**src/rtl/fuzzy_scan_ctrl.sv**
```systemverilog
// Round-robin scheduler sharing one fuzzy risk engine between NZ zones.
// Latches zone requests, drives the engine, captures risk, keeps per-zone alarms.
//
// Ports:
//   clk, rst_n            clock, asynchronous active-low reset
//   en                    scan enable (0 = no new grants)
//   zone_req[NZ]          per-zone sample-request pulses
//   zone_raw/zone_sow     8-bit rain/soil samples per zone, zone i at [8i+7:8i]
//   thr_hi/thr_lo         alarm set/clear thresholds
//   eng_raw/eng_sow       samples to engine, eng_ef evaluate strobe
//   eng_risk              registered risk returned by the engine
//   res_valid/zone/risk   one-cycle tagged result
//   alarm[NZ]             per-zone hysteresis alarm
//   ovf[NZ]               sticky: request while already pending
//   busy                  scheduler not idle
module fuzzy_scan_ctrl #(
    parameter int NZ      = 4,
    parameter int ENG_LAT = 1,
    localparam int ZW     = $clog2(NZ)
) (
    input  logic             clk,
    input  logic             rst_n,
    input  logic             en,
    input  logic [NZ-1:0]    zone_req,
    input  logic [8*NZ-1:0]  zone_raw,
    input  logic [8*NZ-1:0]  zone_sow,
    input  logic [7:0]       thr_hi,
    input  logic [7:0]       thr_lo,
    output logic [7:0]       eng_raw,
    output logic [7:0]       eng_sow,
    output logic             eng_ef,
    input  logic [7:0]       eng_risk,
    output logic             res_valid,
    output logic [ZW-1:0]    res_zone,
    output logic [7:0]       res_risk,
    output logic [NZ-1:0]    alarm,
    output logic [NZ-1:0]    ovf,
    output logic             busy
);

    localparam int CW = (ENG_LAT > 2) ? $clog2(ENG_LAT) : 1;
    localparam logic [CW-1:0] CNT_INIT = CW'((ENG_LAT > 1) ? ENG_LAT - 2 : 0);

    typedef enum logic [1:0] {
        IDLE,
        FIRE,
        WAIT,
        CAP
    } state_t;

    state_t          state_q, state_d;
    logic [NZ-1:0]   pend_q, pend_d;
    logic [NZ-1:0]   ovf_q, ovf_d;
    logic [ZW-1:0]   last_q, last_d;
    logic [CW-1:0]   cnt_q, cnt_d;
    logic [7:0]      eng_raw_q, eng_raw_d;
    logic [7:0]      eng_sow_q, eng_sow_d;
    logic            eng_ef_q, eng_ef_d;
    logic            res_valid_q, res_valid_d;
    logic [ZW-1:0]   res_zone_q, res_zone_d;
    logic [7:0]      res_risk_q, res_risk_d;
    logic [NZ-1:0]   alarm_q, alarm_d;
    logic            busy_q, busy_d;

    logic [NZ-1:0]   clr;
    logic            gnt_ok;
    int              gnt;
    int              idx;

    always_comb begin
        state_d     = state_q;
        last_d      = last_q;
        cnt_d       = cnt_q;
        eng_raw_d   = eng_raw_q;
        eng_sow_d   = eng_sow_q;
        eng_ef_d    = 1'b0;
        res_valid_d = 1'b0;
        res_zone_d  = res_zone_q;
        res_risk_d  = res_risk_q;
        alarm_d     = alarm_q;
        clr         = '0;
        gnt_ok      = 1'b0;
        gnt         = 0;
        idx         = 0;

        // First pending zone after the last granted one, wrapping.
        for (int k = 1; k <= NZ; k++) begin
            idx = int'(last_q) + k;
            if (idx >= NZ) idx = idx - NZ;
            if (!gnt_ok && pend_q[idx]) begin
                gnt_ok = 1'b1;
                gnt    = idx;
            end
        end

        unique case (state_q)
            IDLE: begin
                if (en && gnt_ok) begin
                    clr       = NZ'(1) << gnt;
                    eng_raw_d = zone_raw[8*gnt +: 8];
                    eng_sow_d = zone_sow[8*gnt +: 8];
                    last_d    = ZW'(gnt);
                    eng_ef_d  = 1'b1;
                    state_d   = FIRE;
                end
            end
            FIRE: begin
                if (ENG_LAT == 1) begin
                    state_d = CAP;
                end else begin
                    cnt_d   = CNT_INIT;
                    state_d = WAIT;
                end
            end
            WAIT: begin
                if (cnt_q == '0) state_d = CAP;
                else cnt_d = cnt_q - CW'(1);
            end
            CAP: begin
                res_valid_d = 1'b1;
                res_risk_d  = eng_risk;
                res_zone_d  = last_q;
                // Set wins when the thresholds overlap.
                if (eng_risk >= thr_hi) alarm_d[last_q] = 1'b1;
                else if (eng_risk <= thr_lo) alarm_d[last_q] = 1'b0;
                state_d = IDLE;
            end
            default: state_d = IDLE;
        endcase

        // A request landing on its own grant cycle re-arms without overflow.
        ovf_d  = ovf_q | (zone_req & pend_q & ~clr);
        pend_d = (pend_q & ~clr) | zone_req;
        busy_d = (state_d != IDLE);
    end

    always_ff @(posedge clk or negedge rst_n) begin
        if (!rst_n) begin
            state_q     <= IDLE;
            pend_q      <= '0;
            ovf_q       <= '0;
            last_q      <= ZW'(NZ - 1);
            cnt_q       <= '0;
            eng_raw_q   <= '0;
            eng_sow_q   <= '0;
            eng_ef_q    <= 1'b0;
            res_valid_q <= 1'b0;
            res_zone_q  <= '0;
            res_risk_q  <= '0;
            alarm_q     <= '0;
            busy_q      <= 1'b0;
        end else begin
            state_q     <= state_d;
            pend_q      <= pend_d;
            ovf_q       <= ovf_d;
            last_q      <= last_d;
            cnt_q       <= cnt_d;
            eng_raw_q   <= eng_raw_d;
            eng_sow_q   <= eng_sow_d;
            eng_ef_q    <= eng_ef_d;
            res_valid_q <= res_valid_d;
            res_zone_q  <= res_zone_d;
            res_risk_q  <= res_risk_d;
            alarm_q     <= alarm_d;
            busy_q      <= busy_d;
        end
    end

    assign eng_raw   = eng_raw_q;
    assign eng_sow   = eng_sow_q;
    assign eng_ef    = eng_ef_q;
    assign res_valid = res_valid_q;
    assign res_zone  = res_zone_q;
    assign res_risk  = res_risk_q;
    assign alarm     = alarm_q;
    assign ovf       = ovf_q;
    assign busy      = busy_q;

endmodule

```
**config.mk**
```make
export PLATFORM = sky130hd
export DESIGN_NAME = fuzzy_scan_ctrl
export DESIGN_NICKNAME = d
export VERILOG_FILES = /design/src/rtl/fuzzy_scan_ctrl.sv
export SDC_FILE = /design/constraint.sdc
export NUM_CORES = 1
export LEC_CHECK = 0
export CORE_MARGIN = 2
export CORE_UTILIZATION = 47
export CTS_CLUSTER_DIAMETER = 80
export DETAILED_ROUTE_END_ITERATION = 8
export GPL_TIMING_DRIVEN = 0
export PLACE_DENSITY = 0.85
export SLEW_MARGIN = 10
export SYNTH_ARGS = -nofsm -noshare
export SYNTH_HDL_FRONTEND = slang
export SYNTH_SLANG_ARGS = --single-unit
export TNS_END_PERCENT = 100
```
**constraint.sdc**
```tcl
create_clock -name clk -period 4.5 [get_ports clk]
set_input_delay 0.675 -clock clk [delete_from_list [all_inputs] [get_ports clk]]
set_output_delay 0.675 -clock clk [all_outputs]
set_load 0.005 [all_outputs]
```
==> out/results.tsv, run 1 <==
metric	value	unit
hold_buffers	0	
antenna_found_initial	0	
place_ws	1.525	ns
total_power	0.002726	W
avgSynthCellArea	10.05	um2
ys.warnings.count	0	
std_cell_rows	29	
synth-main-ff-cell	dfrtp_1	
syn_inst	310	
ys_types	51	
gr-total-overflow	0	
crit_path_top_delay_cell	dfstp_2	
numCtsBuffers	5	
grt_max_degree	34	
final_nets	566	
drcViolationCount	0	
firstDrtPassIters	5	
max_freq	0.3269	GHz
antenna_cells	0	
synth_most_common_cell	dfrtp_1	
clockBufferDepth	2	
cts-root-buf	clkbuf_8	
worstSetupStartpointType	register	
crit_path_end_kind	register	
vias_per_cell	5.514	
synth_edf_count	0	
core	6386	um2
area_growth	50.08	%
start_util	48.79	%
power_density	583.1	nW/um2
grt_pass1_vias	2993	
grt_pass1_wl	13.61	mm
track_usage	23.03	%
numPlacedInstances	519	
routedWlPerCell	15.96	um
htree_levels	2	
final-setup-viol-count	0	
drtIter0Drc	101	
crit_type	register to register	
syn-num-nets	427	
nFillCells	466	
fin_skew	0.006536	ns
rsz0062_at_grt	no	
cp.required	4.72	ns
worst_slack	1.441	ns
cpMostUsedCell	inv_1	
irDropWorstVdd	0.3618	mV
worstSkewPairLatency	0.30	ns
fin_crit	3.059	ns
ios	132	
critPathMaxFanout	10	
syn-cell-area	3115	um2
yosysTopAreaCell	dfrtp_1	
path_clk_slew	0.09	ns
cp_slowest_stage_delay	0.56	ns
min_path_type	primary input to asynchronous set/reset pin	
routed_wl	8.409	mm
via_count	2906	
ys_async_sr_fraction	100.0	%
synth-seq-area-share	36.22	%
cts_tree	built	
yosys_register_bits	45	
post-cts-setup-buffers	0	
final.setup.tns	0	ns
hold_viol_final	0	
synthTopCellsByCount	43 x dfrtp_1, 31 x nand2_1, 23 x inv_1, 22 x ha_1	
clock_sink_count	45	
crit_chain	buf_6, buf_12, inv_1, ha_1, buf_2, inv_1, a31oi_1, a32oi_1, a211oi_4, clkbuf_1, o21ai_0, a21oi_1	
min_period_over_period	67.98	%
arrival	3.28	ns
drive_gt1_share	13.11	%
slew_headroom	60.52	%
ctsResizeCount	0	
synth_top_cell_area_share	34.54	%
routabilityCongestion	0.8232	
fin_util	73.22	%
io_buffers	131	
p_leak	2.058	nW
die_h	85.42	um
status	completed	
stdcell_count	527	
slew_violations	0	
synth_area_leaders	dfrtp_1 35%, ha_1 8.8%, mux2_2 7.6%, mux2i_1 6.7%, nand2_1 3.7%	
dp_hpwl	6.703	mm
postRouteAntennaNets	0	
worst_pin_slew	0.5921	ns
die_w	85.42	um
cap_violations	0	
die-area	7296	um2
## through the flow
| step | hold slack, ns | cell area (um2) |
|---|---|---|
| 6_report | 0.2601 | 4676 |
| 5_1_grt | 0.2663 | 4676 |
| 4_1_cts | 0.2683 | 4676 |
| 3_5_place_dp | 0.4598 | 4538 |
| 3_3_place_gp | 0.4476 | 4523 |
| 2_1_floorplan | 0.3794 | 3115 |
## power breakdown
| group | switching [W] | total, W | internal (W) |
|---|---|---|---|
| sequential | 0.0000854 | 0.000641 | 0.000555 |
| clock | 0.000146 | 0.000369 | 0.000224 |
| combinational | 0.000802 | 0.00172 | 0.000914 |
| total | 0.00103 | 0.00273 | 0.00169 |
## cells by family after synthesis
family / synth area share (%)
buf+inv: 7.711
mux: 18.07
fa+ha+maj: 8.835
flops: 36.22
compound gates: 16.63
simple gates: 12.53
## final timing paths
path / slack, ns / from / cells after the start / to
min in group clk: 0.47 / ovf[1] / 1 / ovf[1]
worst max register to register: 1.44 / last_q[0] / 12 / eng_sow[2]
max in group asynchronous: 3.69 / rst_n / 2 / last_q[0]
worst min-delay path: 0.26 / rst_n / 1 / ovf[2]
worst max-delay path: 1.44 / last_q[0] / 12 / eng_sow[2]
worst min register to register: 0.47 / ovf[1] / 1 / ovf[1]
## per-layer routing
metal / part of all wire [%] / vias up / GRT usage, % / routed length (um)
li1: - / 1389 / - / -
met2: 49 / 122 / 41.05 / 4138
met5: 0 / - / 0 / 0
met1: 42 / 1382 / 27.74 / 3496
met3: 7.7 / 13 / 5.837 / 649
met4: 1.5 / 0 / 5.628 / 124
## flip-flops by register name (all words and copies together) (netlist names), named ones only
| signal | count |
|---|---|
| res_risk | 8 |
| eng_raw | 8 |
| last_q | 2 |
| res_valid | 1 |
| busy | 1 |
| ovf | 4 |
| res_zone | 2 |
| eng_ef | 1 |
| eng_sow | 8 |
| state_q | 2 |
| pend_q | 4 |
## area by class of cell
class                   instances  area (um2)  area share [%]
clock inverters                 3       68.82           1.472
clock buffers                   5       68.82           1.472
well taps                      77       96.34           2.060
repair buffers                132        1326           28.36
inverters                      23       86.33           1.846
multi-input cells             222        1747           37.36
flip-flops and latches         45        1129           24.14
plain buffers                  20       153.9           3.291
## worst max-delay path: cells and delay by family, from the launching register on
kind / cells / cell delay (ns)
buffers and inverters: 6 / 1.02
adder cells (fa/ha/maj): 1 / 0.27
AO/OA/AOI/OAI: 5 / 1.12
flip-flops: 1 / 0.56
## layout by cell type, fill, tap and decap left out, drive strengths merged, types with 2 or more instances in the layout
cell type | netlist | routed
nand2b | 4 | 4
or2 | 2 | 2
clkdlybuf4s50 | 0 | 130
a21o | 10 | 10
mux2i | 21 | 21
dfrtp | 43 | 43
nor2b | 2 | 2
and3 | 16 | 16
a21oi | 19 | 19
ha | 22 | 22
nor2 | 4 | 4
nand4 | 2 | 2
nand2 | 31 | 31
inv | 23 | 24
buf | 14 | 16
a211oi | 2 | 2
o211ai | 3 | 3
o21ai | 25 | 25
mux4 | 2 | 2
bufinv | 0 | 2
and2 | 3 | 3
clkbuf | 6 | 11
a31o | 4 | 4
dfstp | 2 | 2
a211o | 2 | 2
nand3 | 6 | 6
mux2 | 27 | 27
Note: power is estimated with default switching activity, not from simulation.
==> run 2: changes to the inputs <==
--- a/config.mk
+++ b/config.mk
@@ -6,11 +6,11 @@
 export NUM_CORES = 1
 export LEC_CHECK = 0
 export CORE_MARGIN = 2
-export CORE_UTILIZATION = 47
+export CORE_UTILIZATION = 39
 export CTS_CLUSTER_DIAMETER = 80
 export DETAILED_ROUTE_END_ITERATION = 8
 export GPL_TIMING_DRIVEN = 0
-export PLACE_DENSITY = 0.85
+export PLACE_DENSITY = 0.75
 export SLEW_MARGIN = 10
 export SYNTH_ARGS = -nofsm -noshare
 export SYNTH_HDL_FRONTEND = slang
==> constraint.sdc (replaced) <==
create_clock -name clk -period 2.6 [get_ports clk]
set_input_delay 0.39 -clock clk [delete_from_list [all_inputs] [get_ports clk]]
set_output_delay 0.39 -clock clk [all_outputs]
set_load 0.005 [all_outputs]
==> out/results.tsv, run 2 (synthesis results as in run 1) <==
metric	value	unit	change
final_common_cell	clkdlybuf4s50_1		
numCtsBuffers	5		unchanged
die_w	93.38	um	+9.3%
drtIter0Drc	69		-32%
seqPwrFrac	21.3	%	-2.2 points
crit_buf_inv	6		unchanged
min_period_over_period	96.99	%	+29 points
max_freq	0.3965	GHz	+21%
routed_wl	8.612	mm	+2.4%
nFillCells	640		+37%
grt_pass1_vias	2867		-4.2%
crit_cells	12		unchanged
regToRegSetupSlack	0.08	ns	-1.36 ns
critPathMaxFanout	10		unchanged
grt_max_degree	27		-21%
postRouteAntennaNets	0		unchanged
timing.rr.start	last_q[0]		
arrival	2.71	ns	-0.57 ns
clock_sink_count	45		unchanged
placed_cell_area	4569	um2	+0.69%
cp_slowest_stage_delay	0.55	ns	about the same
area_growth	57.83	%	
irDropWorstVdd	0.6315	mV	+75%
worstSkewPairLatency	0.29	ns	about the same
crit_path_top_delay_cell	dfstp_2		
start_util	40.32	%	-8.5 points
power_density	1051	nW/um2	+80%
status	completed		
core	7727	um2	+21%
std_cell_rows	32		+10%
htree_levels	2		unchanged
firstDrtPassIters	4		-1
antenna_found_initial	0		unchanged
crit_path_end_kind	register		
crit_chain	buf_6, buf_12, clkinvlp_4, ha_4, inv_1, o221ai_2, o211a_1, buf_6, buf_12, mux2_2, o21ai_1, a21oi_1		
p_sw	0.001937	W	+87%
antenna_cells	0		unchanged
clockBufferDepth	2		unchanged
cp-endpoint	eng_raw[3]		
io_buffers	131		unchanged
r2r_end	eng_raw[3]		
critPathLaunch	last_q[0]		
cap_violations	0		unchanged
final_cell_mix	130 x clkdlybuf4s50_1, 43 x dfrtp_1, 30 x nand2_1, 22 x inv_1		
ios	132		unchanged
p_int	0.003232	W	+91%
routedWlPerCell	15.30	um	-4.1%
grt_pass1_wl	13.25	mm	-2.6%
drcViolationCount	0		unchanged
track_usage	19.07	%	-4.0 points
r2r_cells	12		unchanged
fin_util	63.63	%	-9.6 points
path_clk_slew	0.08	ns	about the same
gr-total-overflow	0		unchanged
p_leak	2.134	nW	+3.7%
vias_per_cell	5.114		-7.3%
cp.required	2.78	ns	-1.94 ns
comb_power_share	70.0	%	+7.1 points
worstSetupStartpointType	register		
crit_family	buffers and inverters		
worst_pin_slew	0.6040	ns	+0.01181 ns
routabilityCongestion	0.8353		+1.5%
min_path_type	primary input to asynchronous set/reset pin		
final-setup-viol-count	0		unchanged
die_h	93.38	um	+9.3%
seqCellArea	1129	um2	unchanged
crit_type	register to register		
p_clk_share	8.6	%	-4.9 points
cts-root-buf	clkbuf_8		
die-area	8720	um2	+20%
final_nets	577		+1.9%
multi_input_area	1841	um2	+5.4%
fin_skew	0.004871	ns	-0.001665 ns
finish.instance_area	4917	um2	+5.2%
slew_headroom	59.74	%	-0.79 points
fin_crit	2.522	ns	-0.5375 ns
sw_frac_of_total	37.48	%	-0.43 points
drive_gt1_share	17.14	%	+4.0 points
hold_viol_final	0		unchanged
cts_tree	built		
rsz0062_at_grt	no		
via_count	2879		-0.93%
dp_hpwl	6.529	mm	-2.6%
slew_violations	0		unchanged
hold_buffers	0		unchanged
## run 2: changes by cell type in the layout (fill, tap and decap cells not counted), sizes merged
cell	before	now
buf	16	26
clkbuf	11	14
bufinv	2	0
inv	24	22
a211oi	2	3
clkinvlp	0	1
## run 2: how the worst min path moves through the flow
stage               slack, ns   start                         end  cells after the start
global placement         0.46  ovf[2]                      ovf[2]                      1
finish                   0.05   rst_n                 res_risk[1]                      1
CTS                      0.06   rst_n                 res_risk[0]                      1
global route             0.08   rst_n                 res_risk[1]                      1
floorplan                0.09   rst_n  asynchronous set/reset pin                      0
detailed placement       0.38   rst_n                 res_risk[1]                      1
## run 2: stage by stage
stage | cells | hold slack [ns] | setup TNS, ns | power [W] | setup WS [ns]
2_1_floorplan | 310 | 0.09441 | 0 | 0.003066 | 0.1332
3_3_place_gp | 543 | 0.4583 | -11.59 | 0.004016 | -0.3459
3_5_place_dp | 544 | 0.3836 | -6.792 | 0.004087 | -0.3800
4_1_cts | 557 | 0.06376 | 0 | 0.004815 | 0.0002967
5_1_grt | 563 | 0.07515 | 0 | 0.005538 | 0.003111
6_report | 563 | 0.04649 | 0 | 0.005170 | 0.07824
## run 2: power groups by stage
stage / Combinational [W] / Clock (W) / Sequential (W)
after detailed placement: 0.00297 / 0 / 0.00111
after global routing: 0.00391 / 0.000491 / 0.00114
after global placement: 0.00291 / 0 / 0.00110
after CTS: 0.00323 / 0.000460 / 0.00112
final: 0.00362 / 0.000446 / 0.00110
after floorplan: 0.00195 / 0 / 0.00111
## run 2: final cells by class
type	instances	share of cell area [%]
Multi-Input combinational cell	223	37.43
Timing Repair Buffer	144	29.47
Sequential cell	45	22.95
Buffer	18	3.893
Tap cell	102	2.595
Clock buffer	8	1.832
Inverter	23	1.832
## run 2: layer usage
metal	part of all wire, %	GRT usage [%]
met5	0	0
met1	41	23.14
met2	51	34.05
met4	0.69	4.289
met3	7.7	4.674
## run 2: what timing repair did
item,CTS,global route
pin swaps,3,7
setup buffers,5,7
gates cloned,1,0
setup endpoints to repair,25,24
gates resized for setup,23,16
==> run 3: changes to the inputs <==
--- a/config.mk
+++ b/config.mk
@@ -10,7 +10,7 @@
 export CTS_CLUSTER_DIAMETER = 80
 export DETAILED_ROUTE_END_ITERATION = 8
 export GPL_TIMING_DRIVEN = 0
-export PLACE_DENSITY = 0.75
+export PLACE_DENSITY_LB_ADDON = 0.3
 export SLEW_MARGIN = 10
 export SYNTH_ARGS = -nofsm -noshare
 export SYNTH_HDL_FRONTEND = slang
==> out/results.tsv, run 3 (synthesis results as in run 1) <==
metric	value	unit	change
worst_slack	0.08383	ns	+0.005583 ns
track_usage	18.92	%	-0.14 points
die_w	93.38	um	unchanged
die_h	93.38	um	unchanged
grt_max_degree	35		+30%
min_path_type	register to register		
crit_type	register to register		
postRouteAntennaNets	0		unchanged
start_util	40.32	%	unchanged
crit_path_top_delay_cell	dfstp_2		
routedWlPerCell	15.15	um	-0.98%
seqPwrFrac	22.5	%	+1.2 points
p_clk_share	8.9	%	+0.3 points
area_growth	55.34	%	
std_cell_rows	32		unchanged
rsz0062_at_grt	yes		
firstDrtPassIters	4		unchanged
placed_cell_area	4569	um2	unchanged
io_buffers	131		unchanged
min_path_cells	1		
ios	132		unchanged
max_freq	0.3974	GHz	+0.22%
finish.instance_area	4840	um2	-1.6%
crit_cells	12		unchanged
vias_per_cell	5.019		-1.8%
final-setup-viol-count	0		unchanged
worst_pin_slew	0.5868	ns	-0.01718 ns
antenna_found_initial	0		unchanged
die-area	8720	um2	unchanged
grt_pass1_wl	13.21	mm	-0.36%
routed_wl	8.573	mm	-0.45%
min_period_over_period	96.78	%	-0.21 points
critPathMaxFanout	7		-3
worstSetupStartpointType	register		
final_nets	580		+0.52%
place_ws	-0.3642	ns	+0.01572 ns
grt_pass1_vias	2837		-1.0%
fin_skew	0.004318	ns	-0.0005532 ns
p_leak	2.123	nW	-0.51%
cap_violations	0		unchanged
gr-total-overflow	0		unchanged
drtIter0Drc	76		+10%
irDropWorstVdd	0.6565	mV	+4.0%
slew_violations	0		unchanged
hold_viol_final	0		unchanged
core	7727	um2	unchanged
numCtsBuffers	5		unchanged
worstSkewPairLatency	0.30	ns	about the same
final_common_cell	clkdlybuf4s50_1		
routabilityCongestion	0.8292		-0.73%
crit_family	compound AO/OA/AOI/OAI gates		
crit_buf_inv	5		-1
p_int	0.003035	W	-6.1%
final_cell_mix	130 x clkdlybuf4s50_1, 43 x dfrtp_1, 30 x nand2_1, 22 x inv_1		
dp_hpwl	6.396	mm	-2.0%
drcViolationCount	0		unchanged
status	completed		
power_density	1017	nW/um2	-3.2%
slew_headroom	60.39	%	+0.65 points
crit_path_end_kind	register		
r2r_cells	12		unchanged
comb_power_share	68.7	%	-1.3 points
cts-root-buf	clkbuf_8		
htree_levels	2		unchanged
arrival	2.71	ns	about the same
clock_sink_count	45		unchanged
fin_crit	2.516	ns	-0.005583 ns
clockBufferDepth	2		unchanged
crit_chain	buf_6, buf_12, inv_2, ha_4, buf_6, a21oi_1, a211o_1, a32oi_2, a211oi_4, buf_4, nand2b_2, a31o_1		
nFillCells	666		+4.1%
cp.required	2.79	ns	about the same
drive_gt1_share	17.24	%	+0.10 points
cpMostUsedCell	buf_6		
cts_tree	built		
via_count	2841		-1.3%
p_sw	0.001889	W	-2.5%
antenna_cells	0		unchanged
path_clk_slew	0.09	ns	about the same
cp_slowest_stage_delay	0.55	ns	about the same
sw_frac_of_total	38.36	%	+0.88 points
## run 3: changes by cell type in the layout (fill, tap and decap cells not counted), moves of 2 or more
| cell | change |
|---|---|
| nand2b_4 | -2 |
| clkinv_2 | +2 |
| o21ai_2 | -2 |
| buf_4 | +5 |
| o21ai_0 | +4 |
| buf_12 | -4 |
| buf_6 | +2 |
| clkbuf_8 | -3 |
| clkbuf_1 | -2 |
| buf_8 | +2 |
| o21ai_1 | -2 |
| nand2b_2 | +2 |
## run 3: layout make-up
cell class,instances,area (um2),area share (%)
multi-input combinational,222,1778,36.74
inverter,23,86.33,1.784
tap,102,127.6,2.637
buffer,19,187.7,3.878
timing repair buffer,147,1445,29.86
clock buffer,5,68.82,1.422
clock inverter,3,17.52,0.3619
sequential,45,1129,23.32
## run 3: final timing paths
| path | start | slack (ns) | to |
|---|---|---|---|
| worst max-delay path | last_q[0] | 0.08 | ovf[0] |
| worst min-delay path | ovf[1] | 0.47 | ovf[1] |
| worst max register to register | last_q[0] | 0.08 | ovf[0] |
| worst min register to register | ovf[1] | 0.47 | ovf[1] |
| max in group asynchronous | rst_n | 1.56 | last_q[1] |
| min in group asynchronous | rst_n | 0.50 | res_risk[4] |
## run 3: layer usage
layer | part of all wire (%) | global-route usage, % | vias up
met1 | 43 | 23.53 | 1328
met5 | 0 | 0 | -
li1 | - | - | 1416
met2 | 49 | 33.81 | 90
met3 | 6.6 | 3.868 | 7
met4 | 0.85 | 4.044 | 0
## run 3: power groups by stage
stage	Clock (W)	Sequential (W)	Combinational, W
after detailed placement	0	0.00112	0.00297
after floorplan	0	0.00111	0.00195
final	0.000437	0.00111	0.00338
after global placement	0	0.00111	0.00291
after CTS	0.000451	0.00113	0.00309
after global routing	0.000476	0.00114	0.00365
## run 3: per-stage QoR
| step | hold slack [ns] | setup TNS, ns | power [W] | utilization [%] | std cells |
|---|---|---|---|---|---|
| after detailed placement | 0.2989 | -6.517 | 0.004090 | 59.13 | 544 |
| after CTS | 0.4780 | 0 | 0.004672 | 61.06 | 557 |
| after floorplan | 0.09441 | 0 | 0.003066 | - | 310 |
| after global placement | 0.4561 | -12.15 | 0.004014 | 58.94 | 543 |
| final | 0.4722 | 0 | 0.004923 | 62.63 | 566 |
| after global routing | 0.4882 | -0.05050 | 0.005265 | 62.63 | 566 |
## run 3: what timing repair did
action | CTS | global route
hold buffers | 1 | 0
buffers inserted | 5 | 11
gates cloned | 0 | 0
resized for setup | 7 | 22
endpoints found under the setup margin | 25 | 25
hold endpoints to repair | 11 | 0
pin swaps | 4 | 4
